===== src/rtl/lc3_loader_pkg.sv =====
// Shared types and constants for the LC-3 object-stream program loader.
package lc3_loader_pkg;

    localparam int OBJ_HDR_WORDS = 2;
    localparam int WORD_W        = 16;

    // Header states come in HI/LO pairs, so the first data state sits just
    // past the header byte states.
    typedef enum logic [3:0] {
        ST_IDLE    = 4'd0,
        ST_ORIG_HI,
        ST_ORIG_LO,
        ST_LEN_HI,
        ST_LEN_LO,
        ST_DATA_HI = 4'(1 + 2 * OBJ_HDR_WORDS),
        ST_DATA_LO,
        ST_W_SETUP,
        ST_W_PULSE,
        ST_W_HOLD,
        ST_V_WAIT,
        ST_V_CHECK,
        ST_NEXT,
        ST_DONE,
        ST_ERROR
    } loader_state_e;

    // True for the states in which the loader takes a byte from the host link.
    function automatic logic accepts_byte(input loader_state_e st);
        logic r;
        case (st)
            ST_ORIG_HI, ST_ORIG_LO,
            ST_LEN_HI,  ST_LEN_LO,
            ST_DATA_HI, ST_DATA_LO: r = 1'b1;
            default:                r = 1'b0;
        endcase
        return r;
    endfunction

endpackage


===== src/rtl/lc3_program_loader_b2w.sv =====
// Byte-pair assembler: big-endian HI byte then LO byte, handshake driven by
// the loader's accept window.
module lc3_byte_to_word
    import lc3_loader_pkg::*;
(
    input  logic              clk,
    input  logic              rst,
    input  logic              clear,
    input  logic              accept,
    input  logic [7:0]        in_data,
    input  logic              in_valid,
    output logic              in_ready,
    output logic              word_valid,
    output logic [WORD_W-1:0] word,
    output logic              phase_lo
);

    logic       phase_q, phase_d;
    logic [7:0] hi_q, hi_d;
    logic       fire_s;

    assign in_ready   = accept;
    assign fire_s     = in_valid && accept;
    assign phase_lo   = phase_q;
    assign word       = {hi_q, in_data};
    assign word_valid = fire_s && phase_q;

    // Next phase and captured HI byte.
    always_comb begin
        phase_d = phase_q;
        hi_d    = hi_q;
        if (clear) begin
            phase_d = 1'b0;
        end else if (fire_s) begin
            if (phase_q) begin
                phase_d = 1'b0;
            end else begin
                phase_d = 1'b1;
                hi_d    = in_data;
            end
        end else begin
            phase_d = phase_q;
        end
    end

    // Assembler state registers.
    always_ff @(posedge clk or posedge rst) begin
        if (rst) begin
            phase_q <= 1'b0;
            hi_q    <= 8'h00;
        end else begin
            phase_q <= phase_d;
            hi_q    <= hi_d;
        end
    end

endmodule


===== src/rtl/lc3_program_loader.sv =====
// LC-3 program loader: parses an object byte stream and writes it through the
// direct memory port, optionally reading each word back to verify it.
module lc3_program_loader
    import lc3_loader_pkg::*;
#(
    parameter int READ_LAT = 1,
    parameter int VERIFY   = 1,
    parameter int PULSE_W  = 1
) (
    input  logic              clk,
    input  logic              reset,
    input  logic              start,
    input  logic [7:0]        in_data,
    input  logic              in_valid,
    output logic              in_ready,
    output logic [WORD_W-1:0] address_in_direct,
    output logic [WORD_W-1:0] data_in_direct,
    output logic              clk_direct,
    input  logic [WORD_W-1:0] mem_out_direct,
    output logic              busy,
    output logic              done,
    output logic              error,
    output logic [WORD_W-1:0] entry_pc,
    output logic [WORD_W-1:0] words_written,
    output logic [WORD_W-1:0] err_addr
);

    localparam logic [15:0] PULSE_LAST = 16'((PULSE_W > 0) ? PULSE_W - 1 : 0);
    localparam logic [15:0] READ_LAST  = 16'((READ_LAT > 0) ? READ_LAT - 1 : 0);

    loader_state_e     state_q, state_d;
    logic [15:0]       cnt_q, cnt_d;
    logic [WORD_W-1:0] remaining_q, remaining_d;
    logic [WORD_W-1:0] addr_q, addr_d;
    logic [WORD_W-1:0] data_q, data_d;
    logic [WORD_W-1:0] entry_q, entry_d;
    logic [WORD_W-1:0] words_q, words_d;
    logic [WORD_W-1:0] err_addr_q, err_addr_d;
    logic              busy_q, busy_d;
    logic              done_q, done_d;
    logic              error_q, error_d;
    logic              in_ready_q, in_ready_d;
    logic              clk_dir_q, clk_dir_d;

    logic              asm_clear_s;
    logic              asm_ready_s;
    logic              word_valid_s;
    logic [WORD_W-1:0] word_s;
    logic              phase_lo_s;
    logic              hi_fire_s;

    lc3_byte_to_word u_b2w (
        .clk        (clk),
        .rst        (reset),
        .clear      (asm_clear_s),
        .accept     (in_ready_q),
        .in_data    (in_data),
        .in_valid   (in_valid),
        .in_ready   (asm_ready_s),
        .word_valid (word_valid_s),
        .word       (word_s),
        .phase_lo   (phase_lo_s)
    );

    assign hi_fire_s = in_valid && in_ready_q && !phase_lo_s;

    // Loader sequencing: header parse, write strobe, verify and bookkeeping.
    always_comb begin
        state_d     = state_q;
        cnt_d       = cnt_q;
        remaining_d = remaining_q;
        addr_d      = addr_q;
        data_d      = data_q;
        entry_d     = entry_q;
        words_d     = words_q;
        err_addr_d  = err_addr_q;
        busy_d      = busy_q;
        done_d      = done_q;
        error_d     = error_q;
        asm_clear_s = 1'b0;
        case (state_q)
            ST_IDLE: begin
                if (start) begin
                    state_d     = ST_ORIG_HI;
                    done_d      = 1'b0;
                    error_d     = 1'b0;
                    words_d     = 16'h0000;
                    err_addr_d  = 16'h0000;
                    busy_d      = 1'b1;
                    asm_clear_s = 1'b1;
                end else begin
                    state_d = ST_IDLE;
                end
            end
            ST_ORIG_HI: begin
                if (hi_fire_s) state_d = ST_ORIG_LO;
                else           state_d = ST_ORIG_HI;
            end
            ST_ORIG_LO: begin
                if (word_valid_s) begin
                    entry_d = word_s;
                    addr_d  = word_s;
                    state_d = ST_LEN_HI;
                end else begin
                    state_d = ST_ORIG_LO;
                end
            end
            ST_LEN_HI: begin
                if (hi_fire_s) state_d = ST_LEN_LO;
                else           state_d = ST_LEN_HI;
            end
            ST_LEN_LO: begin
                if (word_valid_s) begin
                    remaining_d = word_s;
                    state_d     = (word_s == 16'h0000) ? ST_DONE : ST_DATA_HI;
                end else begin
                    state_d = ST_LEN_LO;
                end
            end
            ST_DATA_HI: begin
                if (hi_fire_s) state_d = ST_DATA_LO;
                else           state_d = ST_DATA_HI;
            end
            ST_DATA_LO: begin
                if (word_valid_s) begin
                    data_d  = word_s;
                    state_d = ST_W_SETUP;
                end else begin
                    state_d = ST_DATA_LO;
                end
            end
            ST_W_SETUP: begin
                cnt_d   = 16'h0000;
                state_d = ST_W_PULSE;
            end
            ST_W_PULSE: begin
                if (cnt_q >= PULSE_LAST) begin
                    state_d = ST_W_HOLD;
                end else begin
                    cnt_d = cnt_q + 16'h0001;
                end
            end
            ST_W_HOLD: begin
                words_d = words_q + 16'h0001;
                cnt_d   = 16'h0000;
                if (VERIFY != 0) state_d = (READ_LAT > 0) ? ST_V_WAIT : ST_V_CHECK;
                else             state_d = ST_NEXT;
            end
            ST_V_WAIT: begin
                if (cnt_q >= READ_LAST) begin
                    state_d = ST_V_CHECK;
                end else begin
                    cnt_d = cnt_q + 16'h0001;
                end
            end
            ST_V_CHECK: begin
                if (mem_out_direct != data_q) begin
                    error_d    = 1'b1;
                    err_addr_d = addr_q;
                    state_d    = ST_ERROR;
                end else begin
                    state_d = ST_NEXT;
                end
            end
            ST_NEXT: begin
                addr_d      = addr_q + 16'h0001;
                remaining_d = remaining_q - 16'h0001;
                state_d     = (remaining_q == 16'h0001) ? ST_DONE : ST_DATA_HI;
            end
            ST_DONE: begin
                done_d  = 1'b1;
                busy_d  = 1'b0;
                state_d = ST_IDLE;
            end
            ST_ERROR: begin
                error_d = 1'b1;
                busy_d  = 1'b0;
                state_d = ST_IDLE;
            end
            default: begin
                busy_d  = 1'b0;
                state_d = ST_IDLE;
            end
        endcase
        in_ready_d = accepts_byte(state_d);
        clk_dir_d  = (state_d == ST_W_PULSE);
    end

    // Loader state and registered outputs; clk_direct comes straight off a flop.
    always_ff @(posedge clk or posedge reset) begin
        if (reset) begin
            state_q     <= ST_IDLE;
            cnt_q       <= 16'h0000;
            remaining_q <= 16'h0000;
            addr_q      <= 16'h0000;
            data_q      <= 16'h0000;
            entry_q     <= 16'h0000;
            words_q     <= 16'h0000;
            err_addr_q  <= 16'h0000;
            busy_q      <= 1'b0;
            done_q      <= 1'b0;
            error_q     <= 1'b0;
            in_ready_q  <= 1'b0;
            clk_dir_q   <= 1'b0;
        end else begin
            state_q     <= state_d;
            cnt_q       <= cnt_d;
            remaining_q <= remaining_d;
            addr_q      <= addr_d;
            data_q      <= data_d;
            entry_q     <= entry_d;
            words_q     <= words_d;
            err_addr_q  <= err_addr_d;
            busy_q      <= busy_d;
            done_q      <= done_d;
            error_q     <= error_d;
            in_ready_q  <= in_ready_d;
            clk_dir_q   <= clk_dir_d;
        end
    end

    assign in_ready          = asm_ready_s;
    assign address_in_direct = addr_q;
    assign data_in_direct    = data_q;
    assign clk_direct        = clk_dir_q;
    assign busy              = busy_q;
    assign done              = done_q;
    assign error             = error_q;
    assign entry_pc          = entry_q;
    assign words_written     = words_q;
    assign err_addr          = err_addr_q;

endmodule


===== config.mk =====
export PLATFORM = sky130hd
export DESIGN_NAME = lc3_program_loader
export DESIGN_NICKNAME = d
export VERILOG_FILES = /design/src/rtl/lc3_loader_pkg.sv /design/src/rtl/lc3_program_loader_b2w.sv /design/src/rtl/lc3_program_loader.sv
export SDC_FILE = /design/constraint.sdc
export NUM_CORES = 1
export LEC_CHECK = 0
export ABC_CLOCK_PERIOD_IN_PS = 5440
export BUFFER_PORTS_ARGS = -buffer_cell sky130_fd_sc_hd__buf_2
export CORE_UTILIZATION = 35
export DETAILED_ROUTE_END_ITERATION = 10
export HOLD_SLACK_MARGIN = 0.02
export PLACE_DENSITY = 0.65
export SLEW_MARGIN = 20
export SYNTH_ARGS = -nofsm -noshare
export SYNTH_HDL_FRONTEND = slang
export SYNTH_SLANG_ARGS = --single-unit

===== constraint.sdc =====
create_clock -name clk -period 5.44 [get_ports clk]
set_input_delay 1.36 -clock clk [delete_from_list [all_inputs] [get_ports clk]]
set_output_delay 1.36 -clock clk [all_outputs]
set_load 0.01 [all_outputs]

Word level (Yosys, flattened, before mapping)

Index checks and enable logic that the tools add are counted.

Register bits after elaboration: 130
Input port bits: 28
Logic and storage cells: 114

Add/subtract/negate cells: 4
$lt $le $gt $ge: 1
Equality and inequality tests: 28
Muxes and demuxes: 34
Bitwise gates (word level): 3
Reduce and logical (&&, ||, !) cells: 29

Operators with widths:

| kind                                                                   | count |
|---|---|
| 16-bit case mux with 2 select lines                                    | 5 |
| 16-bit 2-to-1 mux                                                      | 4 |
| 4-bit case mux with 13 select lines                                    | 1 |
| 16-bit by 1-bit adder with 16-bit output, second input constant        | 3 |
| 4-bit == test, second input constant                                   | 8 |
| 4-bit by 3-bit == test with 1-bit output, second input constant        | 7 |
| 4-bit 2-to-1 mux                                                       | 5 |
| 16-bit by 1-bit == test with 1-bit output, second input constant       | 1 |
| 4-bit by 2-bit == test with 1-bit output, second input constant        | 4 |
| 16-bit by 1-bit >= comparator with 1-bit output, second input constant | 1 |
| 16-bit zero test                                                       | 1 |
| 16-bit != test                                                         | 1 |
| 2-bit AND reduction                                                    | 8 |
| 16-bit by 1-bit subtractor with 16-bit output, second input constant   | 1 |
| 2-bit nonzero test                                                     | 7 |
| 1-bit 2-to-1 mux                                                       | 12 |
| 12-bit OR reduction                                                    | 1 |
| 3-bit AND reduction                                                    | 3 |
| 4-bit by 1-bit == test with 1-bit output, second input constant        | 2 |
| 2-bit 2-to-1 mux                                                       | 3 |
| 2-bit != test, second input constant                                   | 3 |
| 6-bit OR reduction                                                     | 1 |
| 4-bit zero test                                                        | 1 |
| 2-bit by 1-bit != test with 1-bit output, second input constant        | 2 |
| other kinds (8)                                                        | 14 |

Longest topological paths before layout

Gate-level depths: netlist of the first run.

Depth after elaboration: 7
Depth in mapped cells: 7

By module

From an unflattened synthesis of the first run, not the netlist that was laid out.

Cells, all modules: 541
Area total of the unflattened synthesis: 5,506.5 µm²

By module, submodules not included:

| module             | instances | cells an instance | area an instance (µm²) | seq. area each (µm²) |
|---|---|---|---|---|
| lc3_program_loader | 1         | 508               | 5,037.3                | 2,627.5 |
| lc3_byte_to_word   | 1         | 33                | 469.2                  | 225.2 |

Least setup slack after synthesis of the first run

Ideal clock, no wire load.

Path kind: input to register
From: input port start
To: register u_b2w.hi_q[0]
Setup time: 0.125 ns
Arrival: 2.607 ns
Data required time: 5.315 ns
Setup slack: 2.708 ns
Cell stages on the path: 5
Buffers on the path: 1
Cells stage by stage: or4b_4 > or2_1 > buf_2 > nand2_4 > mux2_2

Cells in the longest elaborated chain, start to end: 4

RTL lines:

| what                          | RTL line                     | text |
|---|---|---|
| start, declared               | lc3_program_loader.sv:12     | `input logic start,` |
| 1-bit 2-to-1 mux              | lc3_program_loader.sv:83     | `if (start) begin` |
| 1-bit 2-to-1 mux              | lc3_program_loader.sv:81     | `case (state_q)` |
| 1-bit NOT (no line)           | -                            |  |
| 3-bit AND reduction (no line) | -                            |  |
| end signal, assigned          | lc3_program_loader_b2w.sv:53 | `hi_q <= hi_d;` |
| end, declared                 | lc3_program_loader_b2w.sv:19 | `logic [7:0] hi_q, hi_d;` |

No other way between the ends.
A chain may end at the register's enable or synchronous reset.

Final worst setup path of the first run

From: input port in_valid
To: register addr_q[10], in the netlist address_in_direct[10]

Cells in the longest elaborated chain, start to end: 4

RTL lines:

| what                                               | RTL line                     | text |
|---|---|---|
| start, declared                                    | lc3_program_loader.sv:14     | `input logic in_valid,` |
| 1-bit logical AND                                  | lc3_program_loader_b2w.sv:23 | `assign fire_s = in_valid && accept;` |
| 1-bit logical AND                                  | lc3_program_loader_b2w.sv:26 | `assign word_valid = fire_s && phase_q;` |
| 2-bit by 1-bit != test with 1-bit output (no line) | -                            |  |
| 2-bit AND reduction (no line)                      | -                            |  |
| end signal, assigned                               | lc3_program_loader.sv:209    | `addr_q <= addr_d;` |
| end, declared                                      | lc3_program_loader.sv:34     | `logic [WORD_W-1:0] addr_q, addr_d;` |

No other way between the ends.

==> results.ini, run 1 <==
[status]
status=finished clean

[worst_hold_path]
hold_start=entry_pc[9]
min_path_type=register to register
hold_path_depth=2
min_to=entry_pc[9]

[critical_path]
r2r_slack_ns=2.52
reg2regPathDepth=5
crit_type=input port to register
cp_max_fo=18
timing.rr.end=address_in_direct[10]
end_kind=register
crit_start=in_valid
arrival_ns=3.36
critPathRequiredTime_ns=5.70
crit_slowest_cell=nor3_2
crit_chain=buf_2, nand4b_2, nor3_2, nor2_1, o21ai_0, o311ai_0
rr_startpoint=state_q[3]
critPathLaunchType=input port
critPathMaxStageDelay_ns=0.86

[sta]
slew_violations=0
setup_tns_ns=0
rsz0062_at_grt=false
setup_viol=0
period_share_pct=56.90
finalClockSkew_ns=0.01486
max_slew.worst_pin.slew_ns=1.029
achievable-frequency_mhz=323.1
max_slew_margin_pct=31.03
timing.final.crit_period_ns=3.095
hold_violations=0

[routing]
drtIter0Drc=374
first_pass_iters=5
avgViaCountPerCell=5.484
drt-wirelength-per-cell_um=17.02
wirelength_um=15130
drc_errors=0
vias=4875
ant_nets=0

[synth]
synth_compound_area_share_pct=12.55
synthAdderAreaFrac_pct=0.8933
syn_area_um2=5603
synth_top_family_by_area=simple AND/OR/NAND/NOR gates
postSynthAreaPerCell_um2=10.11
synth.mux.area_fraction_pct=8.754
synth_seq_cells=114
synth_cell_type_count=63
synthXorXnorAreaFrac_pct=3.126
yosysSeqAreaShare_pct=50.92
syn_nets=586
yosys_warnings=0
synthCells=554
ys_async_sr_fraction_pct=100.0
synth_edf_count=0
synth_flop_cell=dfrtp_1
synthSimpleGateAreaFrac_pct=20.37

[cts]
clk_path_buf_depth=2
cts_hold_buf=0
clock_latency_ns=0.42
cts_setup_buffers=0
cts.clk_slew.worst_paths_ns=0.05
cts_tree=built
clock_sinks=114
cts_buffers=17
clockRootBuffer=clkbuf_16
htree_levels=4
cts_resized=0

[power]
seq_power_share_pct=42.0
vdd_ir_drop_max_mv=0.2765
internal-power_w=0.002286
clkPwrFrac_pct=29.5
power_leakage_nw=3.269
power_frac_comb_pct=28.5
switchingPower_w=0.001327
powerDensity_nw_per_um2=521.4
swShare_pct=36.74

[global_routing]
antenna_found_initial=0
grt_pass1_vias=4627
grt-ovfl-total=0
grt_max_degree=83
grt_pass1_wl_um=24640
track_usage_pct=19.44

[floorplanning]
coreArea_um2=15430
start_util_pct=36.32
dieArea_um2=16520
fp.dieH_um=128.5
num_io_pins=113
die_width_um=128.5
rows=45

[final_layout]
fin_util_pct=44.91
diodes=0
final_layout_size_suffix_gt1_share_pct=27.58
final_net_count=699
syn2layout_area_growth_pct=23.67

[placement]
place_congestion=0.8279
place_hpwl_um=10660
numPortBuffers=112

[flow_run]
drv_cap=0

[worst max-delay path, delay by kind of cell]
family	cells	cell delay, ns
simple gates	3	1.46
buf+inv	1	0.11
compound gates	2	0.42
[registers in the layout, indices dropped and copies added (netlist names)]
register           flops
address_in_direct     16
data_in_direct        16
entry_pc              16
err_addr              16
remaining_q           16
words_written         16
u_b2w.hi_q             8
state_q                4
busy                   1
clk_direct             1
done                   1
error                  1
in_ready_q             1
u_b2w.phase_lo         1
[stage by stage]
stage / std cells / hold slack, ns / setup slack (ns) / total power [W] / area (µm²)
finish: 889 / 0.4756 / 2.345 / 0.003613 / 6929
floorplan: 554 / 0.4749 / 1.064 / 0.002102 / 5603
detailed placement: 859 / 0.4598 / 2.000 / 0.002549 / 6361
global placement: 859 / 0.4579 / 2.165 / 0.002509 / 6361
global route: 889 / 0.5061 / 2.221 / 0.003831 / 6929
CTS: 889 / 0.4732 / 2.400 / 0.003626 / 6927
[how the worst max path moves through the flow]
stage                                        to  depth (start not counted)
after floorplan            address_in_direct[0]                          1
after global placement     address_in_direct[8]                          6
after detailed placement  address_in_direct[10]                          6
after CTS                 address_in_direct[10]                          6
after global routing      address_in_direct[10]                          6
final                     address_in_direct[10]                          6
[final cells by class]
type,count,area (µm²)
sequential,114,2853
multi-input combinational,395,2565
tap,211,264.0
timing repair buffer,116,590.6
clock inverter,5,50.05
fill,1483,8498
inverter,23,91.34
clock buffer,25,515.5
[power by group through the flow]
stage	Clock, W	Combinational (W)	Sequential (W)
global placement	0	0.00100	0.00151
finish	0.00106	0.00103	0.00152
global route	0.00112	0.00115	0.00157
detailed placement	0	0.00103	0.00152
CTS	0.00108	0.00104	0.00151
floorplan	0	0.000636	0.00147
[routing by layer]
metal  vias up  track usage, %  share of wire (%)
li1       2240               -                  -
met1      2427           26.44                 46
met2       183           29.83                 46
met3        25           5.364                6.0
met4         0           6.644                1.6
met5         -               0                  0
[cells in the mapped netlist (3+ instances only)]
| cell | count | area share (%) |
|---|---|---|
| a211oi_1 | 3 | 0.40 |
| a21oi_1 | 17 | 1.5 |
| a22oi_1 | 3 | 0.40 |
| a31oi_1 | 7 | 0.78 |
| and3_1 | 6 | 0.67 |
| buf_2 | 11 | 0.98 |
| clkbuf_1 | 8 | 0.54 |
| dfrtp_1 | 114 | 51 |
| ha_1 | 4 | 0.89 |
| inv_1 | 23 | 1.5 |
| mux2_2 | 24 | 4.8 |
| mux2i_1 | 22 | 3.9 |
| nand2_1 | 97 | 6.5 |
| nand3_1 | 20 | 1.8 |
| nand4_1 | 12 | 1.3 |
| nor2_1 | 27 | 1.8 |
| nor3_1 | 12 | 1.1 |
| nor3_2 | 3 | 0.54 |
| nor3b_1 | 3 | 0.40 |
| nor4_1 | 8 | 0.89 |
| o211ai_1 | 11 | 1.5 |
| o21ai_0 | 25 | 2.2 |
| o22ai_1 | 6 | 0.67 |
| o311ai_0 | 10 | 1.6 |
| o31ai_1 | 4 | 0.54 |
| o32ai_1 | 3 | 0.47 |
| or3_1 | 6 | 0.67 |
| or4_1 | 4 | 0.54 |
| xnor2_1 | 17 | 2.7 |
| xor2_1 | 3 | 0.47 |
[logic make-up (layout without fill, tap and decap cells)]
group	count (synthesis)	after routing
xor+xnor	20	20
compound gates	105	105
simple gates	220	220
fa+ha+maj	4	4
flops	114	114
buf+inv	45	169
mux	46	46
[cell usage in the layout, fill, tap and decap left out, drive strengths merged, types with 3 or more instances in the layout]
cell type and n:
xnor2 17, xor2 3, o311ai 10, ha 4, nor3b 4, o32ai 3
a22oi 3, or3 7, clkbuf 25, a31oi 7, inv 23, or4 6
clkinv 4, buf 116, and3 6, o22ai 6, nand4 12, a211oi 3
dfrtp 114, o31ai 4, nor3 15, a21oi 17, o21ai 25, mux2i 22
nand2 98, nand3 20, o211ai 11, nor4 8, nor2 28, mux2 24
No activity file was read; power rests on OpenSTA's default activity.
==> inputs of run 2 (changes only) <==
--- a/config.mk
+++ b/config.mk
@@ -5,12 +5,12 @@
 export SDC_FILE = /design/constraint.sdc
 export NUM_CORES = 1
 export LEC_CHECK = 0
-export ABC_CLOCK_PERIOD_IN_PS = 5440
+export ABC_CLOCK_PERIOD_IN_PS = 2650
 export BUFFER_PORTS_ARGS = -buffer_cell sky130_fd_sc_hd__buf_2
 export CORE_UTILIZATION = 35
 export DETAILED_ROUTE_END_ITERATION = 10
 export HOLD_SLACK_MARGIN = 0.02
-export PLACE_DENSITY = 0.65
+export PLACE_DENSITY = 0.67
 export SLEW_MARGIN = 20
 export SYNTH_ARGS = -nofsm -noshare
 export SYNTH_HDL_FRONTEND = slang
==> constraint.sdc (replaced) <==
create_clock -name clk -period 2.65 [get_ports clk]
set_input_delay 0.6625 -clock clk [delete_from_list [all_inputs] [get_ports clk]]
set_output_delay 0.6625 -clock clk [all_outputs]
set_load 0.01 [all_outputs]
==> run 2 against run 1 <==
Die area did not move; power rose by 110%; non-clock buffer count rose by 13; critical path depth fell by 2; combinational power rose by 110%; routed wire length fell by 1.7%; utilization rose by 0.98 points; sequential power rose by 100%; clock power rose by 120%; worst hold slack got worse by 0.10 ns; critical endpoint is now u_b2w.hi_q[5]; largest power group unchanged.
==> results.ini, run 2 (same netlist as run 1, synthesis figures left out) <==
[global_routing]
grt-ovfl-total=0
grt_pass1_wl_um=23630
antenna_found_initial=0
grt_pass1_vias=4468
grt_max_degree=38
track_usage_pct=18.72

[placement]
placed_cell_area_um2=6485
place_congestion=0.8475
place_hpwl_um=10480
numPortBuffers=112

[cts]
cts_resized=0
htree_levels=4
clk_path_buf_depth=2
cts_tree=built
cts_hold_buf=0
clockRootBuffer=clkbuf_16
clock_sinks=114
cts_buffers=17
cts.clk_slew.worst_paths_ns=0.05
cts_setup_buffers=0
clock_latency_ns=0.41

[critical_path]
crit_type=register to register
end_kind=register
timing.rr.end=u_b2w.hi_q[5]
r2r_slack_ns=0.60
rr_startpoint=state_q[2]
critPathRequiredTime_ns=2.95
cp-endpoint=u_b2w.hi_q[5]
critPathLaunchType=register
arrival_ns=2.35
reg2regPathDepth=4
cp_max_fo=16
crit_start=state_q[2]

[floorplanning]
dieArea_um2=16520
die_width_um=128.5
num_io_pins=113
coreArea_um2=15430
start_util_pct=36.32
rows=45
fp.dieH_um=128.5

[routing]
drt-wirelength-per-cell_um=16.50
drc_errors=0
wirelength_um=14880
avgViaCountPerCell=5.325
first_pass_iters=5
drtIter0Drc=416
vias=4803
ant_nets=0

[status]
status=finished clean

[sta]
finalClockSkew_ns=0.006667
max_slew_margin_pct=48.59
slew_violations=0
hold_violations=0
timing.final.crit_period_ns=2.049
achievable-frequency_mhz=488.1
whs_ns=0.3753
max_slew.worst_pin.slew_ns=0.7712
period_share_pct=77.32
rsz0062_at_grt=false
setup_tns_ns=0
setup_viol=0

[power]
vdd_ir_drop_max_mv=0.5368
powerDensity_nw_per_um2=1069
power_leakage_nw=3.346

[final_layout]
final_net_count=712
final_cell_mix=114 x dfrtp_1, 112 x buf_2, 97 x nand2_1
final_common_cell=dfrtp_1
diodes=0
final_layout_size_suffix_gt1_share_pct=28.65
final_area_um2=7081
fill_cells=1493
syn2layout_area_growth_pct=26.37

[worst_hold_path]
min_path_type=input port to async pin

[flow_run]
drv_cap=0

run 2: cell types whose count changed in the layout (fill, tap and decap cells not counted):
| cell | before | now |
|---|---|---|
| clkinvlp_4 | 0 | 1 |
| buf_12 | 0 | 2 |
| clkbuf_8 | 6 | 4 |
| bufinv_16 | 1 | 3 |
| clkbuf_1 | 2 | 4 |
| clkinv_2 | 4 | 2 |
| inv_6 | 1 | 0 |
| buf_4 | 4 | 15 |
run 2: cell type report:
class,instances,area (µm²),share of cell area [%]
Sequential cell,114,2853,40.29
Multi-Input combinational cell,395,2565,36.23
Timing Repair Buffer,129,713.2,10.07
Clock buffer,25,495.5,6.998
Tap cell,211,264.0,3.729
Clock inverter,5,100.1,1.414
Inverter,23,90.09,1.272
run 2: metal layers:
layer | track usage [%] | part of all wire, % | wire (µm) | vias to the layer above
met5 | 0 | 0 | 0 | -
met4 | 6.228 | 1.2 | 185 | 0
met2 | 28.62 | 45 | 6755 | 172
li1 | - | - | - | 2259
met3 | 5.239 | 5.9 | 881 | 19
met1 | 25.55 | 47 | 7059 | 2353
run 2: power by group:
group          internal, W  total [W]  leakage (nW)  switching [W]
Clock              0.00156    0.00232         0.293       0.000755
Combinational     0.000992    0.00220          1.60        0.00121
Sequential         0.00233    0.00305          1.45       0.000721
run 2: worst min path at each step:
stage / to / slack [ns] / cells past startpoint
after global placement: entry_pc[2] / 0.45 / 2
after global routing: entry_pc[14] / 0.42 / 2
final: err_addr[15] / 0.38 / 2
after floorplan: remaining_q[7] / 0.47 / 2
after CTS: entry_pc[14] / 0.38 / 2
after detailed placement: entry_pc[2] / 0.46 / 2
run 2: stage by stage:
step	worst slack, ns	total power (W)	instances	util [%]
floorplan	0.6021	0.004315	554	-
global placement	0.5401	0.005224	872	42.04
detailed placement	0.4873	0.005259	872	42.04
CTS	0.5658	0.007617	902	45.90
global route	0.4281	0.008011	902	45.90
finish	0.6012	0.007571	902	45.90
run 2: critical path, stage by stage, from the launching register on:
cell and delay [ns]:
dfrtp_1 0.54, or4b_4 0.63, or2_1 0.27, nand2_4 0.14, mux2_2 0.35
==> inputs of run 3 (changes only) <==
--- a/config.mk
+++ b/config.mk
@@ -5,12 +5,12 @@
 export SDC_FILE = /design/constraint.sdc
 export NUM_CORES = 1
 export LEC_CHECK = 0
-export ABC_CLOCK_PERIOD_IN_PS = 2650
+export ABC_CLOCK_PERIOD_IN_PS = 2000
 export BUFFER_PORTS_ARGS = -buffer_cell sky130_fd_sc_hd__buf_2
 export CORE_UTILIZATION = 35
 export DETAILED_ROUTE_END_ITERATION = 10
 export HOLD_SLACK_MARGIN = 0.02
-export PLACE_DENSITY = 0.67
+export PLACE_DENSITY = 0.65
 export SLEW_MARGIN = 20
 export SYNTH_ARGS = -nofsm -noshare
 export SYNTH_HDL_FRONTEND = slang
==> constraint.sdc (replaced) <==
create_clock -name clk -period 2 [get_ports clk]
set_input_delay 0.5 -clock clk [delete_from_list [all_inputs] [get_ports clk]]
set_output_delay 0.5 -clock clk [all_outputs]
set_load 0.01 [all_outputs]
==> run 3 against run 2 <==
Clock skew rose by 0.0027 ns; sequential power increased by 28%; fmax rose by 2.8%; design area up 1.7%; largest cell class unchanged.
==> results.ini, run 3 (same netlist as run 1, synthesis figures left out) <==
[final_layout]
fill_cells=1490
final_layout_size_suffix_gt1_share_pct=31.17
diodes=0
final_cell_mix=114 x dfrtp_1, 112 x buf_2, 97 x nand2_1
final_common_cell=dfrtp_1
final_net_count=731
instances_no_fill=920
syn2layout_area_growth_pct=28.47

[flow_run]
drv_cap=0

[critical_path]
crit_type=register to register
r2r_slack_ns=0.008
cp_max_fo=5
reg2regPathDepth=5
arrival_ns=2.29
critPathLaunchType=register
critPathRequiredTime_ns=2.30
end_kind=register

[cts]
htree_levels=4
cts_tree=built
clock_latency_ns=0.42
cts_buffers=17
cts_hold_buf=0
clockRootBuffer=clkbuf_16
cts.clk_slew.worst_paths_ns=0.05
clock_sinks=114
clk_path_buf_depth=2

[placement]
place_hpwl_um=11180
numPortBuffers=112
dp_cells=891
place_congestion=0.8332

[floorplanning]
dieArea_um2=16520
die_width_um=128.5
fp.dieH_um=128.5
rows=45
coreArea_um2=15430
start_util_pct=36.32
num_io_pins=113

[global_routing]
grt-ovfl-total=0
grt_pass1_vias=4781
antenna_found_initial=0
grt_pass1_wl_um=25120
grt_max_degree=70
track_usage_pct=19.73

[routing]
vias=4938
wirelength_um=15600
drt-wirelength-per-cell_um=16.95
first_pass_iters=5
ant_nets=0
avgViaCountPerCell=5.367
drtIter0Drc=425
drc_errors=0

[sta]
slew_violations=0
finalClockSkew_ns=0.009383
period_share_pct=99.62
achievable-frequency_mhz=501.9
setup_viol=0
whs_ns=0.1954
timing.final.crit_period_ns=1.992
rsz0062_at_grt=true
max_slew.worst_pin.slew_ns=0.6452
setup_tns_ns=0
hold_violations=0
max_slew_margin_pct=56.59

[power]
swShare_pct=37.10
power_leakage_nw=3.423
power_frac_comb_pct=33.5
switchingPower_w=0.003684
vdd_ir_drop_max_mv=0.7151
seq_power_share_pct=39.2
internal-power_w=0.006245
powerDensity_nw_per_um2=1379
clkPwrFrac_pct=27.4

[status]
status=finished clean

[worst_hold_path]
min_path_type=input port to async pin

==> run 3: area by class of cell <==
type / instances / area (µm²) / area share, %
Sequential cell: 114 / 2853 / 39.63
Tap cell: 211 / 264.0 / 3.668
Inverter: 23 / 90.09 / 1.252
Clock inverter: 6 / 32.53 / 0.4519
Clock buffer: 23 / 488.0 / 6.779
Timing Repair Buffer: 148 / 893.4 / 12.41
Multi-Input combinational cell: 395 / 2577 / 35.81
==> run 3: critical path: stages (launching register included) <==
cell and delay (ns):
dfrtp_1 0.41, or4_4 0.57, or3_4 0.38, nor3b_4 0.23
a22oi_2 0.12, nor4b_4 0.18
==> run 3: timing repair <==
item	4_1_cts	5_1_grt
resized for setup	0	5
buffers inserted	0	0
setup endpoints to repair	0	9
==> run 3: stage by stage <==
step	util, %	area [µm²]	worst slack (ns)	total power, W
floorplan	-	5607	0.08927	0.005717
global placement	43.20	6665	-0.05742	0.007079
detailed placement	43.20	6665	-0.02557	0.007222
CTS	46.58	7186	0.01069	0.009968
global route	46.66	7198	-0.02214	0.01051
finish	46.66	7198	0.007639	0.009928
==> run 3: worst paths after layout <==
path / startpoint / to
hold / removal: reset / err_addr[10]
setup / recovery: remaining_q[10] / in_ready_q
setup reg to reg: remaining_q[10] / in_ready_q
min in group clk: in_data[6] / remaining_q[6]
hold reg to reg: words_written[15] / words_written[15]
max in group asynchronous: reset / remaining_q[8]
==> run 3: metal layers <==
metal,global-route usage (%),vias to the layer above,share of wire [%]
met5,0,-,0
met4,7.612,0,1.7
met3,4.366,25,5.5
met2,30.91,179,47
met1,26.64,2433,46
li1,-,2301,-
==> run 3: power groups by stage <==
stage | logic (W) | clock network [W] | registers [W]
floorplan | 0.00173 | 0 | 0.00399
global placement | 0.00322 | 0 | 0.00386
detailed placement | 0.00331 | 0 | 0.00391
CTS | 0.00333 | 0.00275 | 0.00388
global route | 0.00365 | 0.00286 | 0.00400
finish | 0.00332 | 0.00272 | 0.00389
